**src/rtl/alu_exec_pkg.sv**
```systemverilog
// Shared encodings and widths for the ALU execute stage.
// Defining ALU_EXEC_PARITY_EN adds a parity flag, widening the flags register to 5 bits.
package alu_exec_pkg;

   localparam int DATA_W = 8;

`ifdef ALU_EXEC_PARITY_EN
   localparam int FLAG_W = 5;
   localparam int FLAG_P = 4;
`else
   localparam int FLAG_W = 4;
`endif

   localparam int FLAG_C = 0;
   localparam int FLAG_Z = 1;
   localparam int FLAG_N = 2;
   localparam int FLAG_V = 3;

   localparam logic [1:0] LHS_A     = 2'd0;
   localparam logic [1:0] LHS_ZERO  = 2'd1;
   localparam logic [1:0] LHS_NOT_A = 2'd2;
   localparam logic [1:0] LHS_A_ALT = 2'd3;

   localparam logic [3:0] RHS_B     = 4'd0;
   localparam logic [3:0] RHS_NOT_B = 4'd1;
   localparam logic [3:0] RHS_ZERO  = 4'd2;
   localparam logic [3:0] RHS_ONES  = 4'd3;
   localparam logic [3:0] RHS_AND   = 4'd4;
   localparam logic [3:0] RHS_OR    = 4'd5;
   localparam logic [3:0] RHS_XOR   = 4'd6;
   localparam logic [3:0] RHS_SHR   = 4'd7;

   localparam logic [1:0] CIN_ZERO  = 2'd0;
   localparam logic [1:0] CIN_ONE   = 2'd1;
   localparam logic [1:0] CIN_C     = 2'd2;
   localparam logic [1:0] CIN_NOT_C = 2'd3;

endpackage

```
**src/rtl/alu_exec_core.sv**
```systemverilog
// Combinational operand muxing, adder and flag generation for the execute stage.
// Parity flag generated only when ALU_EXEC_PARITY_EN is defined.
module alu_exec_core
   import alu_exec_pkg::*;
(
   input  logic [DATA_W-1:0] a,
   input  logic [DATA_W-1:0] b,
   input  logic [3:0]        rhs_sel,
   input  logic [1:0]        lhs_sel,
   input  logic [1:0]        cin_sel,
   input  logic              carry_flag,
   output logic [DATA_W-1:0] result,
   output logic [FLAG_W-1:0] flags_next,
   output logic              illegal
);

   logic [DATA_W-1:0] lhs;
   logic [DATA_W-1:0] rhs;
   logic              cin;
   logic [DATA_W:0]   sum;

   always_comb begin
      lhs = a;
      case (lhs_sel)
         LHS_A:     lhs = a;
         LHS_ZERO:  lhs = '0;
         LHS_NOT_A: lhs = ~a;
         LHS_A_ALT: lhs = a;
      endcase

      // Reserved selectors contribute zero so the result degenerates to LHS + cin.
      rhs     = '0;
      illegal = 1'b0;
      case (rhs_sel)
         RHS_B:     rhs = b;
         RHS_NOT_B: rhs = ~b;
         RHS_ZERO:  rhs = '0;
         RHS_ONES:  rhs = '1;
         RHS_AND:   rhs = a & b;
         RHS_OR:    rhs = a | b;
         RHS_XOR:   rhs = a ^ b;
         RHS_SHR:   rhs = {1'b0, b[DATA_W-1:1]};
         default:   illegal = 1'b1;
      endcase

      cin = 1'b0;
      case (cin_sel)
         CIN_ZERO:  cin = 1'b0;
         CIN_ONE:   cin = 1'b1;
         CIN_C:     cin = carry_flag;
         CIN_NOT_C: cin = ~carry_flag;
      endcase

      sum    = {1'b0, lhs} + {1'b0, rhs} + {{DATA_W{1'b0}}, cin};
      result = sum[DATA_W-1:0];

      flags_next         = '0;
      flags_next[FLAG_C] = sum[DATA_W];
      flags_next[FLAG_Z] = (sum[DATA_W-1:0] == '0);
      flags_next[FLAG_N] = sum[DATA_W-1];
      flags_next[FLAG_V] = (lhs[DATA_W-1] == rhs[DATA_W-1]) && (sum[DATA_W-1] != lhs[DATA_W-1]);
`ifdef ALU_EXEC_PARITY_EN
      flags_next[FLAG_P] = ~^sum[DATA_W-1:0];
`endif
   end

endmodule

```
**src/rtl/alu_exec_stage.sv**
```systemverilog
// Two-stage ALU execute: S1 captures operands/controls, S2 computes and writes result/flags.
// Flags width follows ALU_EXEC_PARITY_EN (see alu_exec_pkg).
module alu_exec_stage
   import alu_exec_pkg::*;
(
   input  logic              Clock,
   input  logic              Reset,
   input  logic              AluActive,
   input  logic              AC0_RHS0,
   input  logic              AC1_RHS1,
   input  logic              AC2_RHS2,
   input  logic              AC3_RHS3,
   input  logic              AC4_LHS0,
   input  logic              AC5_LHS1,
   input  logic              AC6_CS0,
   input  logic              AC7_CS1,
   input  logic [DATA_W-1:0] OpA,
   input  logic [DATA_W-1:0] OpB,
   input  logic              Stall,
   input  logic              FlagLoad,
   input  logic [FLAG_W-1:0] FlagIn,
   output logic [DATA_W-1:0] AluResult,
   output logic              ResultValid,
   output logic [FLAG_W-1:0] Flags,
   output logic              IllegalOp
);

   logic              s1_valid;
   logic [DATA_W-1:0] s1_a;
   logic [DATA_W-1:0] s1_b;
   logic [3:0]        s1_rhs_sel;
   logic [1:0]        s1_lhs_sel;
   logic [1:0]        s1_cin_sel;

   logic [DATA_W-1:0] core_result;
   logic [FLAG_W-1:0] core_flags;
   logic              core_illegal;

   alu_exec_core u_core (
      .a          (s1_a),
      .b          (s1_b),
      .rhs_sel    (s1_rhs_sel),
      .lhs_sel    (s1_lhs_sel),
      .cin_sel    (s1_cin_sel),
      .carry_flag (Flags[FLAG_C]),
      .result     (core_result),
      .flags_next (core_flags),
      .illegal    (core_illegal)
   );

   always_ff @(posedge Clock) begin
      if (Reset) begin
         s1_valid    <= 1'b0;
         s1_a        <= '0;
         s1_b        <= '0;
         s1_rhs_sel  <= '0;
         s1_lhs_sel  <= '0;
         s1_cin_sel  <= '0;
         AluResult   <= '0;
         ResultValid <= 1'b0;
         Flags       <= '0;
         IllegalOp   <= 1'b0;
      end else begin
         ResultValid <= 1'b0;
         if (!Stall) begin
            s1_valid <= AluActive;
            if (AluActive) begin
               s1_a       <= OpA;
               s1_b       <= OpB;
               s1_rhs_sel <= {AC3_RHS3, AC2_RHS2, AC1_RHS1, AC0_RHS0};
               s1_lhs_sel <= {AC5_LHS1, AC4_LHS0};
               s1_cin_sel <= {AC7_CS1, AC6_CS0};
            end
            if (s1_valid) begin
               AluResult   <= core_result;
               ResultValid <= 1'b1;
               if (core_illegal) IllegalOp <= 1'b1;
            end
         end
         // An explicit flag restore overrides the computed flags, even while stalled.
         if (FlagLoad)
            Flags <= FlagIn;
         else if (!Stall && s1_valid)
            Flags <= core_flags;
      end
   end

endmodule

```
**config.mk**
```make
export PLATFORM = sky130hd
export DESIGN_NAME = alu_exec_stage
export DESIGN_NICKNAME = d
export VERILOG_FILES = /design/src/rtl/alu_exec_pkg.sv /design/src/rtl/alu_exec_core.sv /design/src/rtl/alu_exec_stage.sv
export SDC_FILE = /design/constraint.sdc
export NUM_CORES = 1
export LEC_CHECK = 0
export ABC_AREA = 1
export BUFFER_PORTS_ARGS = -buffer_cell sky130_fd_sc_hd__clkbuf_2
export CAP_MARGIN = 20
export CORE_ASPECT_RATIO = 1.1
export CORE_MARGIN = 2
export CORE_UTILIZATION = 42
export CTS_CLUSTER_DIAMETER = 80
export DETAILED_ROUTE_END_ITERATION = 10
export PLACE_DENSITY_LB_ADDON = 0.12
export SLEW_MARGIN = 20
export SYNTH_ARGS = -nofsm -noshare
export SYNTH_HDL_FRONTEND = slang
export SYNTH_SLANG_ARGS = --single-unit
export TNS_END_PERCENT = 1
```
**constraint.sdc**
```tcl
create_clock -name Clock -period 3.8 [get_ports Clock]
set_input_delay 0.57 -clock Clock [delete_from_list [all_inputs] [get_ports Clock]]
set_output_delay 0.57 -clock Clock [all_outputs]
set_load 0.05 [all_outputs]
```
Word level (Yosys, flattened, before mapping)
Index checks and enable logic that the tools add are counted.
{"block": "totals", "input_bits": 33, "wordCells": 55, "ff_bits": 39}
{"block": "op_classes", "eq_ne": 15, "n_bitwise": 8, "mux": 6, "n_reduce_logical": 14, "n_addsub": 2}
{"operator": "8-bit one-hot mux with 7 select lines", "n": 1}
{"operator": "8-bit one-hot mux with 3 select lines", "n": 1}
{"operator": "4-bit by 3-bit == test with 1-bit output, second input constant", "n": 4}
{"operator": "8-bit NOT", "n": 2}
{"operator": "8-bit by 8-bit adder with 9-bit output", "n": 1}
{"operator": "9-bit by 1-bit adder with 9-bit output", "n": 1}
{"operator": "8-bit AND", "n": 1}
{"operator": "2-bit == test, second input constant", "n": 4}
{"operator": "4-bit by 2-bit == test with 1-bit output, second input constant", "n": 2}
{"operator": "8-bit logical NOT", "n": 1}
{"operator": "4-bit 2-to-1 mux", "n": 2}
{"operator": "8-bit OR", "n": 1}
{"operator": "8-bit OR reduction", "n": 1}
{"operator": "8-bit bitwise XOR", "n": 1}
{"operator": "2-bit by 1-bit == test with 1-bit output, second input constant", "n": 2}
{"operator": "4-bit by 1-bit == test with 1-bit output, second input constant", "n": 1}
{"operator": "2-bit logical NOT", "n": 2}
{"operator": "4-bit logical NOT", "n": 1}
{"operator": "1-bit one-hot mux with 4 select lines", "n": 1}
{"operator": "2-bit AND reduction", "n": 2}
{"operator": "2-bit OR reduction", "n": 2}
{"operator": "1-bit NOT", "n": 3}
{"operator": "3-bit AND reduction", "n": 1}
{"operator": "1-bit logical AND", "n": 2}
{"operator": "other kinds (5)", "n": 5}

Depth between registers and ports, before layout
Gate-level depths: netlist of run 1.
{"block": "depth", "word_depth": 9, "mapped_depth": 19, "mapped_depth_nobuf": 19}

Cells and area by module
From an unflattened synthesis of run 1, not the netlist that was laid out.
{"block": "hier_totals", "cells_unflattened": 399, "area_unflattened_um2": 2726.4}
{"module": "alu_exec_stage", "instances": 1, "cells_per_inst": 181, "area_per_inst_um2": 1521.5}
{"module": "alu_exec_core", "instances": 1, "cells_per_inst": 218, "area_per_inst_um2": 1204.9}

Least setup slack after synthesis of run 1
OpenSTA, ideal clock, no wires.
{"block": "synth_timing", "kind": "flip-flop to flip-flop", "start": "reg s1_rhs_sel[3]", "end": "reg Flags[1]", "synth_period_minus_slack_ps": 2628, "setup_slack_ps": 1172, "setup_time_ps": 68, "t_required_ps": 3732, "path_stages_with_launch": 17, "t_arrival_ps": 2560, "path_cell_list": "dfxtp_1 > nor2_1 > nand2_1 > inv_2 > a221oi_1 > nand3_1 > fa_1 > fa_1 > inv_1 > nand2_1 > nand2_1 > nand2_1 > nor2_2 > nand3_2 > nor2_2 > nand3_1 > a21oi_2"}
{"block": "synth_between", "elab_chain_cells": 7, "elab_cells_between_ends": 13, "cone_classes": "add/sub (2); eq/ne (6); mux (3); reduce/logical (2)"}
{"element": "from (decl)", "line_no": "alu_exec_stage.sv:31", "text": "logic [3:0] s1_rhs_sel;"}
{"element": "from (signal assigned)", "line_no": "alu_exec_stage.sv:70", "text": "s1_rhs_sel <= {AC3_RHS3, AC2_RHS2, AC1_RHS1, AC0_RHS0};"}
{"element": "4-bit by 3-bit == test with 1-bit output, or another cell as far along", "line_no": "alu_exec_core.sv:34", "text": "case (rhs_sel)"}
{"element": "8-bit one-hot mux with 7 select lines *", "line_no": "alu_exec_core.sv:34"}
{"element": "8-bit by 8-bit adder with 9-bit output *", "line_no": "alu_exec_core.sv:54", "text": "sum = {1'b0, lhs} + {1'b0, rhs} + {{DATA_W{1'b0}}, cin};"}
{"element": "9-bit by 1-bit adder with 9-bit output *", "line_no": "alu_exec_core.sv:54"}
{"element": "8-bit logical NOT *", "line_no": "alu_exec_core.sv:59", "text": "flags_next[FLAG_Z] = (sum[DATA_W-1:0] == '0);"}
{"element": "4-bit 2-to-1 mux *", "line_no": "alu_exec_stage.sv:83", "text": "else if (!Stall && s1_valid)"}
{"element": "4-bit 2-to-1 mux *", "line_no": "alu_exec_stage.sv:81", "text": "if (FlagLoad)"}
{"element": "to (signal assigned)", "line_no": "alu_exec_stage.sv:82", "text": "Flags <= FlagIn;"}
{"element": "to (signal assigned)", "line_no": "alu_exec_stage.sv:84", "text": "Flags <= core_flags;"}
{"element": "to (decl)", "line_no": "alu_exec_stage.sv:24", "text": "output logic [FLAG_W-1:0] Flags,"}
Every way passes the cells marked *; elsewhere a longest branch is shown, timed or not. The select of a mux whose other input is x is not followed.
A chain may end at the register's enable or synchronous reset.

Worst setup path in the final report of run 1
Same ends and word-level chain as after synthesis.

==> results of run 1 <==
==> logic make-up after synthesis <==
logic type      after synthesis  share of synthesized area [%]
buf+inv                      63                          9.764
fa+ha+maj                    26                          13.08
flops                        39                          30.01
simple gates                152                          25.59
compound gates               80                          20.88
xor+xnor                      2                         0.6735
==> Yosys cell counts (all sizes together), types with 3 or more instances <==
cell type / number
o21ai: 17
nor2: 49
ha: 24
a21oi: 21
a221oi: 6
inv: 52
nand2: 81
dfxtp: 39
nand3: 14
buf: 9
a22o: 3
a211oi: 26
==> through the flow <==
stage / utilization [%] / setup WS, ns
6_report: 49.18 / 0.8260
5_1_grt: 49.18 / 0.5125
4_1_cts: 49.18 / 0.8405
3_5_place_dp: 47.24 / 0.8490
3_3_place_gp: 47.24 / 0.9318
2_1_floorplan: - / 1.172
==> power breakdown <==
| group | switching, uW | internal, uW |
|---|---|---|
| combinational | 182 | 98.4 |
| clock | 157 | 213 |
| sequential | 19.1 | 432 |
==> worst min-delay path: stages (launching register included) <==
cell and delay [ns]:
dfxtp_1 0.31, nand2_1 0.05, a21oi_1 0.06
==> cell type report <==
type / instances / area [um2]
Clock buffer: 6 / 82.58
Timing Repair Buffer: 46 / 230.2
Multi-Input combinational cell: 260 / 1567
Sequential cell: 39 / 780.7
Clock inverter: 2 / 35.03
Tap cell: 80 / 100.1
Inverter: 52 / 195.2
Fill cell: 650 / 3090
==> worst max-delay path by stage <==
stage / from / end
after floorplan: s1_rhs_sel[3] / Flags[1]
after global placement: s1_rhs_sel[3] / Flags[1]
after detailed placement: s1_rhs_sel[3] / Flags[1]
after CTS: s1_rhs_sel[3] / Flags[1]
after global routing: s1_rhs_sel[3] / Flags[1]
final: s1_rhs_sel[3] / Flags[1]
==> sequential cells by signal, summed over array words and instances, names as in the netlist <==
name	cells
Flags	4
s1_a	8
IllegalOp	1
s1_rhs_sel	4
s1_valid	1
s1_b	8
AluResult	8
s1_cin_sel	2
s1_lhs_sel	2
ResultValid	1
==> routing by layer <==
metal  vias up  GRT usage, %  routed length [um]
li1       1290             -                   -
met5         -             0                   0
met4         0         6.113                  82
met1      1021         24.53                2880
met2        31         32.82                2945
met3         6         3.438                 161
==> results.md, run 1 <==
- Status: finished clean
- CP Capture Type: flop
- Worst Hold Class: reg -> reg
- Initial antenna violation count: 0
- Most frequent cells in the layout: nand2_1, clkbuf_2, inv_1, nor2_1, dfxtp_1
- Max-slew violations: 0
- CP startpoint kind: flop
- Max transition margin: 44.32%
- Min cycle time layout: around 3 ns
- Dpl cells: between 400 and 500
- First-pass GRT wire length: 10410 um
- Final Instance Area: 2990 um2
- Top cell type's share of synthesized area: 30.01%
- Worst-case reg-to-reg path depth: 16
- Placer Congestion: roughly 0.81
- Synth area leader: dfxtp_1
- Worst Skew: 0.006543 ns
- Final wirelength: 6069 um
- GRT Total Usage: 19.20%
- Most common library cell in the layout ignoring fill and taps: nand2_1
- Hold Slack: 0.4654 ns
- Largest net degree at the start of global routing: 46
- Crit-path cells: nor2_1 > nand2_1 > o21ai_1 > a221oi_1 > nand3_1 > fa_1 > fa_1 > inv_1 > nand2_1 > nand2_1 > nand2_1 > nor2_2 > nand3_2 > nor2_2 > nand3_1 > a21oi_2
- Vias in the first global route: between 2000 and 2500
- Total Die Area: 6840 um2
- Grt ovf: 0
- Die Ht: 86.54 um
- # setup viols final: 0
- Post-synth EDFFs: 0
- Std cell rows: 30
- Ranking of synthesized cells by area: dfxtp_1, ha_1, nand2_1, a211oi_1, inv_1
- CTS tree: done
- Drc violations: 0
- Synth Register Bits: 39
- Clk root buf: clkbuf_8
- Max H-tree Level: 2
- Area Growth Syn to Fin: 14.96%
- Post-cts gate resize count: 0
- Num CTS Buffers: 5
- Post-cts hold buffer count: 0
- Clk sinks: 39
- CP delay by family, top: simple AND/OR/NAND/NOR gates
- Chip Width: 79.04 um
- Syn nets: 421
- Peak Freq: 336.2 MHz
- Slowest CP cell: fa_1
- FF-to-FF End: Flags[1]
- Clk Latency, worst-skew pair: 0.30 ns
- Dpl hpwl: 4681 um
- WL/cell: 12.51 um
- RSZ-0062 raised after global routing: no
- Final period util: 78.26%
- IO Pins: 47
- Share of cells above drive strength 1: 19.75%
- Drt first pass iters: 4
- Crit path kind: reg -> reg
- Hold Crit Start: s1_valid
- Gate Count Post-Synth: roughly 360
- Vias: 2348
- DR iter-0 viols: 65
- Layout Cells excl Fill: 485
- Req. time, crit path: 4.03 ns
- Total Nets Final: 463
- Max Cap Viol: 0
- Final Hold Fails: 0
- Port Buffers: 46
- Sequential area share after synthesis: 30.01%
- Synth Flop Type: dfxtp_1
- Ys async rst share: 0%
- Peak supply drop: slightly below 0.2 mV
- Crit path depth: 16
- Hold-critical path depth: 2
- Library cells used by synthesis: 36
- Worst slew pin tran: about 0.84 ns
- Mean area per synthesized cell: slightly above 7 um2
- Hold Path End: s1_valid
- Final total power: 1101 uW
- Setup bufs post-CTS: 0
- Worst path most repeated cell: nand2_1
- Clock transition at path regs: 0.08 ns
- Pwr/cell area: 368.2 nW/um2
- Buf+Inv Stages, Crit Path: 1
- Cell Area, Synth: 2601 um2
- Vias per cell: 4.841
- R2R Path Start: s1_rhs_sel[3]
- Final TNS setup: 0 ns
- Initial Util: 42.78%
- Placement Cell Area: 2873 um2
- Ant diodes: 0
- Stage delay of the slowest cell on the critical path: approximately 0.53 ns
- Static Leak: around 0.0015 uW
- R2R Setup Slk: 0.83 ns
- Core Footprint: 6081 um2
- Crit-path max FO: 8
- DRT antenna net count: 0
- Crit path DAT: around 3.2 ns
- CTS max path bufs: 2
- Yosys warnings: 0
(Power assumes the default switching activity.)
==> inputs of run 2 (changes only) <==
Clock period 3.8 ns to 2.55 ns, I/O delays scaled along.
==> results.md, run 2 (synthesis results as in run 1) <==
- Std cell rows: 30 (unchanged)
- # setup viols final: 1 (+1)
- Share of cells above drive strength 1: 27.94% (+8.2 points)
- Placement Cell Area: 3080 um2 (+7.2%)
- Dpl hpwl: 4674 um (-0.15%)
- Hold Path End: s1_rhs_sel[1]
- Clock transition at path regs: 0.08 ns (about the same)
- CTS tree: done
- Crit-path cells: inv_1 > ha_1 > a221oi_2 > nand3_1 > fa_2 > fa_2 > inv_2 > nand3_1 > nor2_2 > nand3_2 > nor2_2 > nand3_1 > a21oi_2
- Chip Width: 79.04 um (unchanged)
- Final period util: 101.9% (+24 points)
- Port Buffers: 46 (unchanged)
- Final Hold Fails: 0 (unchanged)
- Req. time, crit path: 2.77 ns (-1.26 ns)
- Core Footprint: 6081 um2 (unchanged)
- Vias in the first global route: 2361 (+5.3%)
- Worst-case reg-to-reg path depth: 13 (-3)
- Total Die Area: 6840 um2 (unchanged)
- Initial antenna violation count: 0 (unchanged)
- Hold Crit Start: AC1_RHS1
- CP delay by family, top: adder cells
- Stage delay of the slowest cell on the critical path: 0.42 ns (-0.11 ns)
- Crit path kind: reg -> reg
- Static Leak: 0.001580 uW (+7.5%)
- Status: finished, violations left
- Peak Freq: 384.8 MHz (+14%)
- FF+latch area: 784.5 um2 (+0.48%)
- Pwr/cell area: 491.7 nW/um2 (+34%)
- Clk Latency, worst-skew pair: 0.29 ns (about the same)
- Slowest CP cell: fa_2
- Buf+Inv Stages, Crit Path: 2 (+1)
- CP Capture Type: flop
- Drc violations: 0 (unchanged)
- Initial Util: 42.78% (unchanged)
- Min cycle time layout: 2.598 ns (-0.3755 ns)
- Total Nets Final: 491 (+6.0%)
- DRT antenna net count: 0 (unchanged)
- Vias per cell: 4.865 (+0.50%)
- Ant diodes: 0 (unchanged)
- Clk root buf: clkbuf_8
- WL/cell: 11.93 um (-4.7%)
- Setup WS pre-CTS: -0.1883 ns (-1.037 ns)
- Largest net degree at the start of global routing: 40 (-13%)
- Largest registers: AluResult: 8 flops, s1_a: 8 flops, s1_b: 8 flops
- Post-cts hold buffer count: 0 (unchanged)
- CP startpoint kind: flop
- Placer Congestion: 0.8180 (+0.66%)
- Worst Hold Class: in -> reg
- Die Ht: 86.54 um (unchanged)
- RSZ-0062 raised after global routing: yes
- Grt ovf: 0 (unchanged)
- Peak supply drop: 0.2471 mV (+25%)
- Final Core Density: 53.35% (+4.2 points)
- Most frequent cells in the layout: nand2_1, clkbuf_2, inv_1, nor2_1, dfxtp_1
- Fillcell total: 634 (-2.5%)
- DR iter-0 viols: 72 (+11%)
- Worst Skew: 0.005450 ns (-0.001093 ns)
- Crit-path max FO: 3 (-5)
- R2R Path Start: s1_a[0]
- Drt first pass iters: 4 (unchanged)
- Area Growth Syn to Fin: 24.72%
- Clk sinks: 39 (unchanged)
- R2R Setup Slk: -0.05 ns (-0.87 ns)
- Final Instance Area: 3244 um2 (+8.5%)
- Max-slew violations: 0 (unchanged)
- Final wirelength: 6120 um (+0.84%)
- Max H-tree Level: 2 (unchanged)
- Final TNS setup: -0.04844 ns (-0.04844 ns)
- FF-to-FF End: Flags[1]
- Crit path DAT: 2.81 ns (-0.39 ns)
- IO Pins: 47 (unchanged)
- Final total power: 1595 uW (+45%)
- Failing checks: setup timing
- Area of the multi-input gates: 1639 um2 (+4.6%)
- Most common library cell in the layout ignoring fill and taps: nand2_1
- Max Cap Viol: 0 (unchanged)
- Vias: 2496 (+6.3%)
- Post-route worst setup slack: -0.04844 ns (-0.8745 ns)
- First-pass GRT wire length: 10490 um (+0.80%)
- GRT Total Usage: 19.15% (-0.045 points)
- CTS max path bufs: 2 (unchanged)
- Worst path most repeated cell: nand3_1
- Hold-critical path depth: 3 (+1)
- Worst slew pin tran: 0.8526 ns (+0.01728 ns)
- Num CTS Buffers: 5 (unchanged)
- Max transition margin: 43.16% (-1.2 points)
-- run 2: cell count changes in the layout (fill, tap and decap cells not counted), sizes merged --
cell,change
buf,+28
bufinv,-1
clkinvlp,+1
-- run 2: worst max-delay path by stage --
| stage | startpoint | endpoint | slack, ns | cells past startpoint |
|---|---|---|---|---|
| after global routing | s1_a[0] | Flags[1] | -0.24 | 15 |
| after detailed placement | s1_a[0] | Flags[1] | -0.19 | 15 |
| after global placement | s1_a[0] | Flags[1] | -0.13 | 15 |
| final | s1_a[0] | Flags[1] | -0.05 | 13 |
| after floorplan | s1_a[0] | Flags[1] | 0.007 | 13 |
| after CTS | s1_a[0] | Flags[1] | -0.03 | 13 |
-- run 2: worst register-to-register path, cell delays in order (launching register included) --
cell and delay, ns:
dfxtp_2 0.35, inv_1 0.05, ha_1 0.31, a221oi_2 0.23, nand3_1 0.15, fa_2 0.39, fa_2 0.42, inv_2 0.07
nand3_1 0.09, nor2_2 0.12, nand3_2 0.08, nor2_2 0.08, nand3_1 0.08, a21oi_2 0.11
-- run 2: report_power, final --
part           internal [uW]  switching [uW]  total (uW)
logic                    210             296         506
clock network            191             227         419
registers                644            26.2         670
total                   1050             550        1600
-- run 2: layout make-up --
| type | count | area share (%) |
|---|---|---|
| inverters | 52 | 6.016 |
| flip-flops and latches | 39 | 24.18 |
| well taps | 80 | 3.085 |
| clock inverters | 2 | 0.3857 |
| clock buffers | 6 | 2.237 |
| repair buffers | 74 | 13.58 |
| multi-input cells | 260 | 50.52 |
-- run 2: routing by layer --
layer	global-route usage (%)	vias to the layer above	share of wire, %	wire length (um)
met1	22.80	1113	44	2695
met5	0	-	0	0
met3	3.125	6	3.0	186
met4	4.859	0	1.3	77
met2	35.59	36	52	3161
li1	-	1341	-	-
-- run 2: per-stage QoR --
step,std cells,hold slack (ns)
floorplan,362,0.4363
global placement,504,0.4428
detailed placement,504,0.4487
CTS,513,0.3094
global route,513,0.3077
finish,513,0.3106
-- run 2: timing repair --
action                                 4_1_cts  5_1_grt
pin swaps                                    2        3
setup endpoints to repair                    7       10
resized for setup                            7        8
endpoints found under the hold margin        0        0
setup buffers                                1        0
